## src/rtl/spring_step_sequencer.sv

```systemverilog
// Two-mass, three-spring Euler stepper sharing one 18x18 multiplier.
// Fourteen products per step are sequenced over MUL slots, then applied in UPDATE.
module spring_step_sequencer #(
   parameter int CNT_W = 32
) (
   input  logic             clk,
   input  logic             reset,
   input  logic [17:0]      k1,
   input  logic [17:0]      k13,
   input  logic [17:0]      k2,
   input  logic [17:0]      k23,
   input  logic [17:0]      km,
   input  logic [17:0]      km3,
   input  logic [17:0]      D1,
   input  logic [17:0]      D2,
   input  logic [17:0]      init_x1,
   input  logic [17:0]      init_x2,
   input  logic [17:0]      init_v1,
   input  logic [17:0]      init_v2,
   input  logic [3:0]       dt,
   input  logic             step_req,
   input  logic             run,
   input  logic             load,
   output logic             ready,
   output logic             step_done,
   output logic [17:0]      x1,
   output logic [17:0]      x2,
   output logic [17:0]      v1,
   output logic [17:0]      v2,
   output logic [CNT_W-1:0] step_count
);

   typedef enum logic [1:0] {
      S_IDLE,
      S_MUL,
      S_UPD
   } state_e;

   state_e           state_q, state_d;
   logic [3:0]       slot_q, slot_d;
   logic             accept, reload, update;
   logic             done_q;
   logic [17:0]      x1_q, x2_q, v1_q, v2_q;
   logic [CNT_W-1:0] cnt_q;

   logic [17:0] k1_q, k13_q, k2_q, k23_q;
   logic [17:0] km_q, km3_q, d1_q, d2_q;
   logic [3:0]  dt_q;
   logic [17:0] prod_q [14];

   logic [17:0]        op_a, op_b, op_d;
   logic [17:0]        op_x, op_y;
   logic signed [35:0] p;
   logic [17:0]        mul_r;

   assign op_a = x1_q + 18'd65535;
   assign op_b = 18'd65536 - x2_q;
   assign op_d = x2_q - x1_q;

   always_comb begin
      op_x = '0;
      op_y = '0;
      case (slot_q)
         4'd0:  begin op_x = k1_q;      op_y = op_a;      end
         4'd1:  begin op_x = op_a;      op_y = op_a;      end
         4'd2:  begin op_x = prod_q[1]; op_y = op_a;      end
         4'd3:  begin op_x = k13_q;     op_y = prod_q[2]; end
         4'd4:  begin op_x = k2_q;      op_y = op_b;      end
         4'd5:  begin op_x = op_b;      op_y = op_b;      end
         4'd6:  begin op_x = prod_q[5]; op_y = op_b;      end
         4'd7:  begin op_x = k23_q;     op_y = prod_q[6]; end
         4'd8:  begin op_x = km_q;      op_y = op_d;      end
         4'd9:  begin op_x = op_d;      op_y = op_d;      end
         4'd10: begin op_x = prod_q[9]; op_y = op_d;      end
         4'd11: begin op_x = km3_q;     op_y = prod_q[10]; end
         4'd12: begin op_x = v1_q;      op_y = d1_q;      end
         4'd13: begin op_x = v2_q;      op_y = d2_q;      end
         default: ;
      endcase
   end

   // 2.16 x 2.16 -> keep sign plus the 17 bits aligned to 2.16; overflow wraps
   assign p     = $signed(op_x) * $signed(op_y);
   assign mul_r = {p[35], 17'(p >> 16)};

   logic [17:0]        sp1, sp2, spm, f1, f2;
   logic signed [17:0] dx1, dx2, dv1, dv2;

   assign sp1 = prod_q[0] + prod_q[3];
   assign sp2 = prod_q[4] + prod_q[7];
   assign spm = prod_q[8] + prod_q[11];
   assign f1  = spm - sp1 - prod_q[12];
   assign f2  = sp2 - prod_q[13] - spm;
   assign dx1 = $signed(v1_q) >>> dt_q;
   assign dx2 = $signed(v2_q) >>> dt_q;
   assign dv1 = $signed(f1) >>> dt_q;
   assign dv2 = $signed(f2) >>> dt_q;

   always_comb begin
      state_d = state_q;
      slot_d  = slot_q;
      accept  = 1'b0;
      reload  = 1'b0;
      update  = 1'b0;
      unique case (state_q)
         S_IDLE: begin
            if (load) begin
               reload = 1'b1;
            end else if (step_req || run) begin
               accept  = 1'b1;
               state_d = S_MUL;
               slot_d  = 4'd0;
            end
         end
         S_MUL: begin
            slot_d = slot_q + 4'd1;
            if (slot_q == 4'd13) state_d = S_UPD;
         end
         S_UPD: begin
            update  = 1'b1;
            state_d = S_IDLE;
         end
         default: state_d = S_IDLE;
      endcase
   end

   always_ff @(posedge clk) begin
      if (!reset) begin
         state_q <= S_IDLE;
         slot_q  <= '0;
         done_q  <= 1'b0;
         x1_q    <= init_x1;
         x2_q    <= init_x2;
         v1_q    <= init_v1;
         v2_q    <= init_v2;
         cnt_q   <= '0;
      end else begin
         state_q <= state_d;
         slot_q  <= slot_d;
         done_q  <= update;
         if (reload) begin
            x1_q  <= init_x1;
            x2_q  <= init_x2;
            v1_q  <= init_v1;
            v2_q  <= init_v2;
            cnt_q <= '0;
         end else if (update) begin
            x1_q  <= x1_q + dx1;
            x2_q  <= x2_q + dx2;
            v1_q  <= v1_q + dv1;
            v2_q  <= v2_q + dv2;
            cnt_q <= cnt_q + CNT_W'(1);
         end
      end
   end

   // Shadow coefficients and products need no reset: only read after refill
   always_ff @(posedge clk) begin
      if (accept) begin
         k1_q  <= k1;
         k13_q <= k13;
         k2_q  <= k2;
         k23_q <= k23;
         km_q  <= km;
         km3_q <= km3;
         d1_q  <= D1;
         d2_q  <= D2;
         dt_q  <= dt;
      end
      if (state_q == S_MUL) begin
         for (int i = 0; i < 14; i++) begin
            if (slot_q == 4'(i)) prod_q[i] <= mul_r;
         end
      end
   end

   assign ready      = (state_q == S_IDLE);
   assign step_done  = done_q;
   assign x1         = x1_q;
   assign x2         = x2_q;
   assign v1         = v1_q;
   assign v2         = v2_q;
   assign step_count = cnt_q;

endmodule
```

## config.mk

```make
export PLATFORM = sky130hd
export DESIGN_NAME = spring_step_sequencer
export DESIGN_NICKNAME = d
export VERILOG_FILES = /design/src/rtl/spring_step_sequencer.sv
export SDC_FILE = /design/constraint.sdc
export NUM_CORES = 2
export LEC_CHECK = 0
export BUFFER_PORTS_ARGS = -buffer_cell sky130_fd_sc_hd__buf_2
export CORE_ASPECT_RATIO = 0.8
export CORE_MARGIN = 1
export CORE_UTILIZATION = 45
export DETAILED_ROUTE_END_ITERATION = 16
export PLACE_DENSITY_LB_ADDON = 0.12
export SYNTH_ARGS = -nofsm -noshare
export SYNTH_HDL_FRONTEND = slang
export SYNTH_SLANG_ARGS = --single-unit
```

## constraint.sdc

```tcl
create_clock -name clk -period 15.4 [get_ports clk]
set_clock_uncertainty 0.05 [all_clocks]
set_input_delay 0 -clock clk [delete_from_list [all_inputs] [get_ports clk]]
set_output_delay 0 -clock clk [all_outputs]
set_load 0.05 [all_outputs]
```

Word-level counts from Yosys, hierarchy flattened:

Memory sizes are Yosys's and may differ from the RTL's.
Index checks and enable logic that the tools add are counted.

* logic and storage cells: 190
* memories: 1
* register bits: 259
* bits in writable memories: 252
* bits of input ports: 225

Memories
* prod_q: words 14, width 18, rd ports 14, clocked after memory_dff 0, write ports 1, line 49 `logic [17:0] prod_q [14];`

* muxes and demuxes: 108
* equal/unequal tests: 19
* shift operators: 4
* add/subtract/negate cells: 16
* multipliers: 1
* reductions and logical operators: 23
* bitwise logic cells: 1

Operator list (number)
* $mux W18: 25
* $pmux W18 S14: 1
* $reduce_or A18 Y1: 13
* $pmux W18 S8: 1
* $add A18 B18 Y18: 7
* $sub A18 B18 Y18: 5
* $sshr A18 B4 Y18: 4
* $mux W1: 61
* $mux W4: 15
* $mul A18 B18 Y36: 1
* $add A32 B1 Y32 const B: 1
* $eq A4 B4 Y1 const B: 6
* $add A18 B16 Y18 const B: 1
* $sub A17 B18 Y18 const A: 1
* $eq A4 B3 Y1 const B: 4
* $reduce_or A3 Y1: 3
* $eq A4 B2 Y1 const B: 2
* $pmux W4 S2: 1
* $mux W2: 3
* $reduce_and A3 Y1: 2
* $add A4 B1 Y4 const B: 1
* $eq A4 B1 Y1 const B: 1
* $logic_not A4 Y1: 1
* $ne A2 B1 Y1 const B: 2
* other kinds (10): 10

Logic depth before layout (Yosys ltp):

* word-level depth: 18
* mapped depth: 38

Worst setup path before layout:

OpenSTA, ideal clock, no wires.

* kind: register to register
* from: reg state_q[1]
* to: reg slot_q[1]
* cell stages (with the launch flop): 4
* library setup time: 0.134 ns
* arrival time: 15.577 ns
* data required time: 15.216 ns
* slack: -0.361 ns
* clock period less this slack: 15.761 ns
* buffers on the path: 0
* cell sequence: dfxtp_1 nor4_1 nand2b_1 nor3_1

* word-level cells in the longest chain between the ends: 3

Ends and longest elaborated chain
* from (decl): line 39 `state_e state_q, state_d;`
* from (signal assigned): line 138 `state_q <= state_d;`
* $eq A2 B1 Y1 / $logic_not A2 Y1 (equally long branches): line 105 `unique case (state_q)`
* $reduce_bool A2 Y1 (no line), or another cell as far along
* $reduce_and A3 Y1 (no line)
* to (signal assigned): line 139 `slot_q <= slot_d;`
* to (decl): line 40 `logic [3:0] slot_q, slot_d;`

Several ways; a longest one is shown, not always the timed one.
A chain may end at the register's enable or synchronous reset.

Worst setup path after layout:

* from: reg slot_q[3]
* to: mem prod_q[3][16] (data pin)

* word-level cells in the longest chain between the ends: 17

Ends and longest elaborated chain
* $eq A4 B4 Y1, or another cell as far along: line 63 `case (slot_q)`
* $reduce_or A3 Y1 (no line)
* $pmux W18 S8: line 63
* $mul A18 B18 Y36 *: line 83 `assign p = $signed(op_x) * $signed(op_y);`
* named net p[32]: line 53 `logic signed [35:0] p;`
* $mux W18 (no line) (12 in series)
* $mux W18 (no line) *
* to (decl): line 49

Mark *: on every way through the listed nets, which the timed path passes. The rest lies on a longest branch.

==> metrics.cfg <==
[route]
wl_per_cell_um=25.2
first_pass_iters=9
drc=0
viasPerCell=5.72
drt_iter0_markers=4101
ant_nets=0
routed_wl_mm=149
via_count=33800

[place]
preCtsSetupSlack_ns=4.68
place_hpwl_mm=115
place_area_sq_um=45200
port_buffers=330
gp_congestion=1.00

[clock_network]
cts_resized=0
cts_root_buffer=clkbuf_16
tritoncts=built
path_clk_slew_ns=0.06
htree_levels=2
cts.sinks=511
cts.path.max_buffers=3
cts-buffers-inserted=56
worstSkewPairLatency_ns=0.65
post_cts_buffers=0

[synthesis]
synth-main-ff-cell=edfxtp_1
synthesis.area_sq_um=42200
synthArstFlopShare=0
yosysUniqueCellTypes=91
ys.warnings.count=0
post-synth-top-area-cell=edfxtp_1
synth-edff-count=472
synth_top_cell_area_share=0.336
syn_inst=4041
avgSynthCellArea_sq_um=10.4
synth_common_cells=inv_1 (541), edfxtp_1 (472), nand2_1 (448)
synthXorXnorAreaFrac=0.0445
yosys.cell_count.top_type=inv_1
syn_nets=4901
synth_top_family_by_area=adder cells
synth_compound_area_frac=0.124
synth-simple-area-share=0.120
ys_ff_latch=511
ys_seq_area_frac=0.354
yosys.area_share.adder=0.260
synthMuxAreaShare=0.0341
ys_top_cells_by_area=edfxtp_1 (34%), fa_1 (19%), ha_1 (6.9%)

[hold_path]
holdPathEnd=d1_q[7]$_DFFE_PP_
hp-class=in -> reg
worstHoldStart=D1[7]
hold_depth=2

[floorplan]
core_sq_um=93000
die_x_um=344
rows=100
io_pins=331
die_h_um=276
die_area_sq_um=95000
initial_core_util=0.454

[sta]
max_slew.worst_pin.slew_ns=1.38
period_share=0.716
drv_slew=0
fin_setup_tns_ns=0
rsz0062_at_grt=no
layout_min_cycle_time_ns=11.03
hold_viol_final=0
slew_headroom=0.0722
setup_violations=0
max_freq_mhz=90.7
fin_ws_ns=4.37

[global_routing]
grtUsageTotal=0.311
grtUsageMet2=0.432
grt_pass1_wl_mm=216
antenna_found_initial=4
grt_overflow=0
grt_pass1_vias=32400
gr-max-usage-layer=met1
grt_max_degree=104
use_met1=0.473
grt_use_met3=0.0919

[cells_and_area]
syn_to_final_growth_pct=19.1
nets=5496
fin_area_sq_um=50300
n_antenna_cell=0
layout-drive-gt1-share=0.125

[setup_path]
crit_arrival_ns=11.24
cpMostUsedCell=fa_1
path_max_fanout=18
cpMaxStageDelayCell=xnor2_1
critPathTopFamily=compound AO/OA/AOI/OAI gates
path_depth=28
critical_path.startpoint_type=flip-flop
critical_path.max_stage_delay_ns=1.02
path_buf_inv=3
path_class=reg -> reg
reg2regPathDepth=28
cp.required_ns=15.61
cp-end-kind=flip-flop
r2r_end=prod_q[3][16]$_DFFE_PP_
r2r_slack_ns=4.37
r2r_start=slot_q[3]$_SDFFE_PN0P_

[outcome]
status=finished clean

[job]
drv_cap=0

-- state kept, by name, summed over array words and instances, names as in the netlist --
register and cells:
v1 18, k1_q 18, d2_q 18, state_q 2, dt_q 4, km_q 18, k23_q 18, v2 18
km3_q 18, x2 18, x1 18, d1_q 18, slot_q 4, prod_q 252, step_done 1, k13_q 18
step_count 32, k2_q 18
-- repair_timing --
action / in CTS / in global routing
hold buffers: 316 / 0
endpoints found under the setup margin: 0 / 0
hold endpoints to repair: 287 / 0
-- area by class of cell --
type / instances / area, sq um
Clock buffer: 72 / 1460
Clock inverter: 31 / 397
Fill cell: 8181 / 42700
Inverter: 542 / 2030
Multi-Input combinational cell: 2822 / 24600
Sequential cell: 511 / 15000
Tap cell: 1224 / 1530
Timing Repair Buffer: 703 / 5240
-- layout by cell type, fill, tap and decap left out, types with 113 or more instances in the layout --
master / Yosys / routed
nor2_1: 278 / 275
nand2_1: 448 / 447
inv_1: 541 / 541
buf_2: 14 / 330
o21ai_0: 188 / 188
dlygate4sd3_1: 0 / 316
xnor2_1: 114 / 113
edfxtp_1: 472 / 472
fa_1: 402 / 402
a21oi_1: 142 / 142
ha_1: 233 / 233
-- kinds of logic (layout without fill, tap and decap cells) --
| family | after synthesis | after routing |
|---|---|---|
| buf+inv | 708 | 1348 |
| xor+xnor | 213 | 213 |
| compound gates | 751 | 751 |
| simple gates | 1107 | 1107 |
| fa+ha+maj | 635 | 635 |
| flops | 511 | 511 |
| mux | 116 | 116 |
-- layer usage --
metal | share of wire | vias to the layer above
met3 | 0.13 | 202
met5 | 0.000081 | -
met4 | 0.027 | 2
met1 | 0.44 | 16600
met2 | 0.40 | 1863
li1 | - | 15100
-- per-stage QoR --
| step | std cells | hold slack [ns] | utilization |
|---|---|---|---|
| finish | 5905 | 0.0201 | 0.541 |
| global route | 5905 | 0.00393 | 0.541 |
| CTS | 5904 | 0.000155 | 0.541 |
| detailed placement | 5485 | 0.128 | 0.487 |
| global placement | 5485 | 0.127 | 0.487 |
| floorplan | 4041 | 0.0489 | - |
-- worst max-delay path by stage --
stage	from	to	slack, ns
6_report	slot_q[3]$_SDFFE_PN0P_	prod_q[3][16]$_DFFE_PP_	4.37
5_1_grt	slot_q[3]$_SDFFE_PN0P_	prod_q[3][16]$_DFFE_PP_	4.00
4_1_cts	slot_q[2]$_SDFFE_PN0P_	prod_q[2][16]$_DFFE_PP_	4.65
3_5_place_dp	slot_q[2]$_SDFFE_PN0P_	prod_q[7][16]$_DFFE_PP_	4.68
3_3_place_gp	slot_q[2]$_SDFFE_PN0P_	prod_q[11][16]$_DFFE_PP_	4.87
2_1_floorplan	state_q[1]$_SDFFE_PN0P_	slot_q[1]$_SDFFE_PN0P_	6.12
Power is not shown: default switching activity piles up to over one toggle a cycle in this logic, so the estimate is an artifact.
